## config.mk

```make
export PLATFORM = sky130hd
export DESIGN_NAME = uart_tx
export DESIGN_NICKNAME = d
export VERILOG_FILES = /design/src/rtl/uart_tx_pkg.sv /design/src/rtl/uart_tx_baud_tick.sv /design/src/rtl/uart_tx.sv
export SDC_FILE = /design/constraint.sdc
export NUM_CORES = 1
export LEC_CHECK = 0
export ABC_AREA = 1
export CORE_MARGIN = 2
export CORE_UTILIZATION = 54
export CTS_BUF_LIST = sky130_fd_sc_hd__clkbuf_2
export DETAILED_ROUTE_END_ITERATION = 16
export PLACE_DENSITY_LB_ADDON = 0.2
export SYNTH_ARGS = -nofsm -noshare
export SYNTH_HDL_FRONTEND = slang
export SYNTH_SLANG_ARGS = --single-unit
export TNS_END_PERCENT = 5
```

## constraint.sdc

```tcl
create_clock -name clk -period 1.3 [get_ports clk]
set_input_delay 0.26 -clock clk [delete_from_list [all_inputs] [get_ports clk]]
set_output_delay 0.26 -clock clk [all_outputs]
set_load 0.05 [all_outputs]
```

## src/rtl/uart_tx_pkg.sv

```systemverilog
// Shared UART definitions: FSM state encodings, parity codes and the bit-period
// formula, common to the transmitter and receiver.
package uart_tx_pkg;

    typedef logic [2:0] uart_state_t;

    localparam uart_state_t ST_IDLE   = 3'd0;
    localparam uart_state_t ST_START  = 3'd1;
    localparam uart_state_t ST_DATA   = 3'd2;
    localparam uart_state_t ST_PARITY = 3'd3;
    localparam uart_state_t ST_STOP   = 3'd4;

    localparam int UART_PARITY_NONE = 0;
    localparam int UART_PARITY_EVEN = 1;
    localparam int UART_PARITY_ODD  = 2;

    // Clock cycles per bit, rounded to nearest.
    function automatic int bit_cycles(input int clk_freq, input int baud_rate);
        return (clk_freq + baud_rate / 2) / baud_rate;
    endfunction

    function automatic logic parity_bit(input logic [7:0] data, input int mode);
        return (mode == UART_PARITY_ODD) ? ~^data : ^data;
    endfunction

endpackage

```

## src/rtl/uart_tx_baud_tick.sv

```systemverilog
// Bit-period timer: pulses tick once every BIT_CYCLES enabled cycles and
// restarts from PRELOAD on start (the receiver uses a half-period preload).
module uart_tx_baud_tick #(
    parameter int BIT_CYCLES = 1302,
    parameter int PRELOAD    = 0,
    localparam int CW        = (BIT_CYCLES > 1) ? $clog2(BIT_CYCLES) : 1
) (
    input  logic clk,
    input  logic reset_n,
    input  logic enable,
    input  logic start,
    output logic tick
);

    localparam logic [CW-1:0] LAST      = CW'(BIT_CYCLES - 1);
    localparam logic [CW-1:0] START_VAL = CW'(PRELOAD);

    logic [CW-1:0] cnt;

    always_ff @(posedge clk) begin
        if (!reset_n) begin
            cnt <= '0;
        end else if (start) begin
            cnt <= START_VAL;
        end else if (enable) begin
            cnt <= (cnt == LAST) ? '0 : cnt + 1'b1;
        end
    end

    assign tick = enable && (cnt == LAST);

endmodule

```

## src/rtl/uart_tx.sv

```systemverilog
// UART transmitter: one-byte holding buffer feeding an 8N1/8E/8O framer with
// 1 or 2 stop bits; a buffered byte follows the previous frame with no gap.
//
//  state     | meaning
//  ST_IDLE   | line idle, waiting for a buffered byte
//  ST_START  | start bit (0)
//  ST_DATA   | d0..d7, LSB first
//  ST_PARITY | optional parity bit
//  ST_STOP   | STOP_BITS stop bits (1); may chain straight into ST_START
module uart_tx
    import uart_tx_pkg::*;
#(
    parameter int CLK_FREQ  = 50_000_000,
    parameter int BAUD_RATE = 38400,
    parameter int PARITY    = 0,
    parameter int STOP_BITS = 1
) (
    input  logic       clk,
    input  logic       reset_n,
    input  logic [7:0] tx_data,
    input  logic       tx_valid,
    output logic       tx_ready,
    output logic       tx,
    output logic       busy
);

    localparam int          BIT_CYCLES = bit_cycles(CLK_FREQ, BAUD_RATE);
    localparam logic [2:0]  STOP_LAST  = 3'(STOP_BITS - 1);

    uart_state_t state;
    logic [7:0]  hold_data;
    logic        hold_valid;
    logic [7:0]  shifter;
    logic        par_bit;
    logic [2:0]  bit_cnt;
    logic        tick;
    logic        accept;
    logic        stop_done;
    logic        load;

    assign tx_ready  = ~hold_valid;
    assign busy      = (state != ST_IDLE) | hold_valid;
    assign accept    = tx_valid & ~hold_valid;
    assign stop_done = (state == ST_STOP) && tick && (bit_cnt == STOP_LAST);
    assign load      = hold_valid && ((state == ST_IDLE) || stop_done);

    uart_tx_baud_tick #(
        .BIT_CYCLES (BIT_CYCLES),
        .PRELOAD    (0)
    ) u_baud (
        .clk     (clk),
        .reset_n (reset_n),
        .enable  (state != ST_IDLE),
        .start   (load),
        .tick    (tick)
    );

    // Accept and consume are mutually exclusive: accept needs an empty buffer.
    always_ff @(posedge clk) begin
        if (!reset_n) begin
            hold_valid <= 1'b0;
            hold_data  <= '0;
        end else if (accept) begin
            hold_valid <= 1'b1;
            hold_data  <= tx_data;
        end else if (load) begin
            hold_valid <= 1'b0;
        end
    end

    always_ff @(posedge clk) begin
        if (!reset_n) begin
            state   <= ST_IDLE;
            shifter <= '0;
            par_bit <= 1'b0;
            bit_cnt <= '0;
        end else begin
            if (load) begin
                shifter <= hold_data;
                par_bit <= parity_bit(hold_data, PARITY);
            end
            case (state)
                ST_IDLE: begin
                    bit_cnt <= '0;
                    if (load) state <= ST_START;
                end
                ST_START: begin
                    if (tick) begin
                        state   <= ST_DATA;
                        bit_cnt <= '0;
                    end
                end
                ST_DATA: begin
                    if (tick) begin
                        shifter <= {1'b0, shifter[7:1]};
                        if (bit_cnt == 3'd7) begin
                            bit_cnt <= '0;
                            state   <= (PARITY != UART_PARITY_NONE) ? ST_PARITY : ST_STOP;
                        end else begin
                            bit_cnt <= bit_cnt + 3'd1;
                        end
                    end
                end
                ST_PARITY: begin
                    if (tick) begin
                        state   <= ST_STOP;
                        bit_cnt <= '0;
                    end
                end
                ST_STOP: begin
                    if (tick) begin
                        if (bit_cnt == STOP_LAST) begin
                            bit_cnt <= '0;
                            state   <= load ? ST_START : ST_IDLE;
                        end else begin
                            bit_cnt <= bit_cnt + 3'd1;
                        end
                    end
                end
                default: begin
                    state   <= ST_IDLE;
                    bit_cnt <= '0;
                end
            endcase
        end
    end

    // Line is registered from the current state, so it trails the FSM by one cycle.
    always_ff @(posedge clk) begin
        if (!reset_n) begin
            tx <= 1'b1;
        end else begin
            case (state)
                ST_START:  tx <= 1'b0;
                ST_DATA:   tx <= shifter[0];
                ST_PARITY: tx <= par_bit;
                default:   tx <= 1'b1;
            endcase
        end
    end

endmodule

```

==> impl_summary.txt <==
----------------------------------------------------
[Status]
  Run status ... complete, but fails checks
  Violations in the final reports ... negative setup slack

[Critical path]
  Startpoint type of the worst setup path ... flop
  CP max stage delay ... 0.38 ns
  Cell type of the slowest stage on the worst timing path ... sky130_fd_sc_hd__dfxtp_2
  Arrival time of data at the critical path endpoint ... 1.26 ns
  Maximum net fanout on the critical path ... 2
  Top Family by Delay on Critical Path ... flip-flops
  Worst path cell trace ... nor2_4 > nand2_4 > clkinvlp_4 > nand2_8 > buf_12
  CP Buf/Inv Count ... 2
  Endpoint type of the worst setup path ... output port
  Required time at the endpoint of the critical path ... 1.04 ns
  Startpoint-to-endpoint class of the critical path ... reg2out

[Global routing]
  Initial antenna violation count ... 0
  Vias in the first global route ... 1,713
  Remaining global-route overflow ... 0
  Global-route wire length before repair ... 6940 µm
  All-layer global routing usage ... 0.220
  Largest net degree at the start of global routing ... 13

[Timing]
  Final Hold Viols ... 0
  Setup-violating endpoint count in the final report ... 27
  Final Worst Setup Slack ... -0.219 ns
  Pins Over Slew Limit ... 0
  Clock tree skew after final layout ... 0.00968 ns
  F_max ... 0.658 GHz
  Worst max-slew margin expressed relative to the limit ... 0.836
  Clock period minus final worst setup slack ... 1.52 ns
  Pin slew with the least headroom to its limit ... around 0.24 ns
  RSZ-0062 raised after global routing ... true
  Final worst path period share ... 1.17

[Yosys]
  Avg Cell Area, Syn ... 7.24 µm²
  Distinct cell type count after synthesis ... 30
  Yosys top cell by area ... sky130_fd_sc_hd__dfxtp_1
  Top area cells in the synthesized netlist ... sky130_fd_sc_hd__dfxtp_1 39%, sky130_fd_sc_hd__nand2_1 9.6%, sky130_fd_sc_hd__inv_1 6.5%
  Syn. warnings ... 0
  Flip-flop and latch count after synthesis ... 36
  Part of the Yosys area used for sequential elements ... 0.392
  Cell with the most instances after synthesis ... sky130_fd_sc_hd__nand2_1
  Number of enable flip-flop cells after synthesis ... 0
  Cell area after synthesis ... 1840 µm²
  Post-synth ARST share ... 0
  Syn nets ... between 200 and 300
  Most common library cells after synthesis ... 47 x sky130_fd_sc_hd__nand2_1, 36 x sky130_fd_sc_hd__dfxtp_1, 32 x sky130_fd_sc_hd__inv_1
  Prevailing post-synth register cell ... sky130_fd_sc_hd__dfxtp_1
  Share of Yosys cell area claimed by the top area cell type ... 0.392
  Synthesized instance count ... 254

[Final layout]
  Share of cells above drive strength 1 ... 0.370
  Final standard cell count with taps included and fillers excluded ... 368
  Net count of the finished layout ... 337
  Antenna diodes ... 0
  Design Area, Final ... 2610 µm²
  Final Core Density ... 0.788
  Layout Area Growth over Synthesis ... 41.8%

[Pwr]
  Worst IR drop on VDD ... between 0.6 and 0.7 mV
  Total chip power ... roughly 4.3 mW
  Leakage power figure ... about 1.2 nW
  Areal power density over the cells ... between 1500 and 2000 nW/µm²

[Routing]
  Vias post-DR ... 1,796
  DRC errors left ... 0
  Via/cell ratio ... 4.88
  Sum of routed wire length over all layers ... 3970 µm
  Number of routed nets with antenna violations ... 0
  DR iter-0 viols ... 79
  Number of optimization iterations in the first detailed-route pass ... 4
  Wire length per cell after detailed routing ... 10.8 µm

[CTS]
  Number of clock sinks seen by CTS ... 36
  Library cell used as clock root buffer ... sky130_fd_sc_hd__clkbuf_2
  Number of buffers added by the clock tree synthesis step ... 5
  CTS tree ... yes
  H-tree Lvls ... 2
  Hold bufs inserted after CTS ... 0
  Maximum buffer depth of the clock tree ... 2
  Clock-pin transition on the worst setup and hold timing paths ... 0.18 ns
  Skew-Pair Late Insertion Delay ... about 0.38 ns

[Floorplan]
  IO Pins ... 14
  Die outline width ... 62.4 µm
  Floorplan row count ... 21
  Total die area ... 3890 µm²
  Overall die height ... ~62 µm
  Core Region ... 3310 µm²
  Initial Util ... 0.556

[Placement]
  Post-Place Cell Area ... 2400 µm²
  Routability cong. ... 0.845
  Placement-stage worst setup slack ... -0.172 ns
  Placed cells ... 353
  Port bufs ... 13
  Detailed placement HPWL ... slightly below 3000 µm

[Min path]
  Class of the tightest hold or removal check ... in2reg

[Run]
  Number of max-cap violations ... 0

----------------------------------------------------
cells in the final DEF, fill, tap and decap left out, types with 4 or more instances in the layout:
cell,synthesis,layout
sky130_fd_sc_hd__nand3_1,23,22
sky130_fd_sc_hd__dfxtp_2,0,6
sky130_fd_sc_hd__o21ai_1,2,7
sky130_fd_sc_hd__a21oi_1,17,16
sky130_fd_sc_hd__nor2_1,23,19
sky130_fd_sc_hd__inv_2,6,7
sky130_fd_sc_hd__xnor2_1,4,4
sky130_fd_sc_hd__inv_1,32,29
sky130_fd_sc_hd__dfxtp_1,36,28
sky130_fd_sc_hd__clkbuf_2,0,5
sky130_fd_sc_hd__nor2_2,6,5
sky130_fd_sc_hd__nand2_1,47,41
sky130_fd_sc_hd__nand2_4,4,5
sky130_fd_sc_hd__nor2_4,2,7
sky130_fd_sc_hd__clkdlybuf4s50_1,0,10
sky130_fd_sc_hd__o21ai_0,19,13
sky130_fd_sc_hd__xor2_1,4,4
sky130_fd_sc_hd__nand2_2,2,6
sky130_fd_sc_hd__buf_4,0,51
flip-flops by register name, summed over array words and instances, names as in the netlist:
| signal | cells |
|---|---|
| bit_cnt | 3 |
| hold_data | 8 |
| hold_valid | 1 |
| par_bit | 1 |
| shifter | 8 |
| state | 3 |
| tx | 1 |
| u_baud.cnt | 11 |
final cells by class:
type	instances	area [µm²]
clock buffers	5	25.0
multi-input cells	175	1070
fillers	240	703
clock inverters	3	13.8
well taps	46	57.6
repair buffers	65	554
flip-flops and latches	36	736
inverters	38	150
path summary, 6_finish.rpt:
| check | startpoint | endpoint | slack [ns] | depth (start not counted) |
|---|---|---|---|---|
| max | state[0] | busy | -0.22 | 5 |
| min | tx_data[7] | hold_data[7] | 0.46 | 3 |
| max reg2reg | state[0] | shifter[6] | -0.17 | 12 |
| min reg2reg | shifter[3] | shifter[2] | 0.47 | 2 |
worst register-to-register path, stage by stage (launching register included):
cell and delay, ns:
sky130_fd_sc_hd__dfxtp_2 0.38, sky130_fd_sc_hd__nor2_4 0.13, sky130_fd_sc_hd__buf_4 0.13, sky130_fd_sc_hd__inv_2 0.03
sky130_fd_sc_hd__nor2_2 0.11, sky130_fd_sc_hd__nand3_2 0.10, sky130_fd_sc_hd__nand2_4 0.09, sky130_fd_sc_hd__nand2_4 0.07
sky130_fd_sc_hd__buf_12 0.15, sky130_fd_sc_hd__nand2_1 0.05, sky130_fd_sc_hd__nand3_1 0.06, sky130_fd_sc_hd__nand2_1 0.07
sky130_fd_sc_hd__inv_1 0.04
report_power, final:
part           switching, mW  total (mW)  internal (mW)
combinational           1.25        2.36           1.11
sequential             0.127        1.45           1.33
clock                  0.366       0.487          0.121
what timing repair did:
item,CTS,global route
cloned,0,0
endpoints found under the hold margin,0,0
resized for setup,20,24
buffers inserted,6,1
endpoints found under the setup margin,28,30
pin swaps,7,3
cell families after synthesis:
kind of cell	share of synthesized area
AO/OA/AOI/OAI	0.120
XOR/XNOR	0.0381
adder cells (fa/ha/maj)	0.0340
buffers and inverters	0.0932
flip-flops	0.392
AND/OR/NAND/NOR	0.322
per-layer routing:
metal | global-route usage | vias up | part of all wire
met1 | 0.275 | 818 | 0.47
met4 | 0.0722 | 0 | 0.0096
met2 | 0.378 | 25 | 0.49
met3 | 0.0507 | 4 | 0.032
met5 | 0 | - | 0
li1 | - | 949 | -
through the flow:
stage	hold WS (ns)	setup TNS, ns
2_1_floorplan	0.395	-0.0422
3_5_place_dp	0.464	-3.97
6_report	0.456	-2.46
5_1_grt	0.481	-5.66
3_3_place_gp	0.455	-2.77
4_1_cts	0.459	-2.27
No activity file was read; power rests on OpenSTA's default activity.
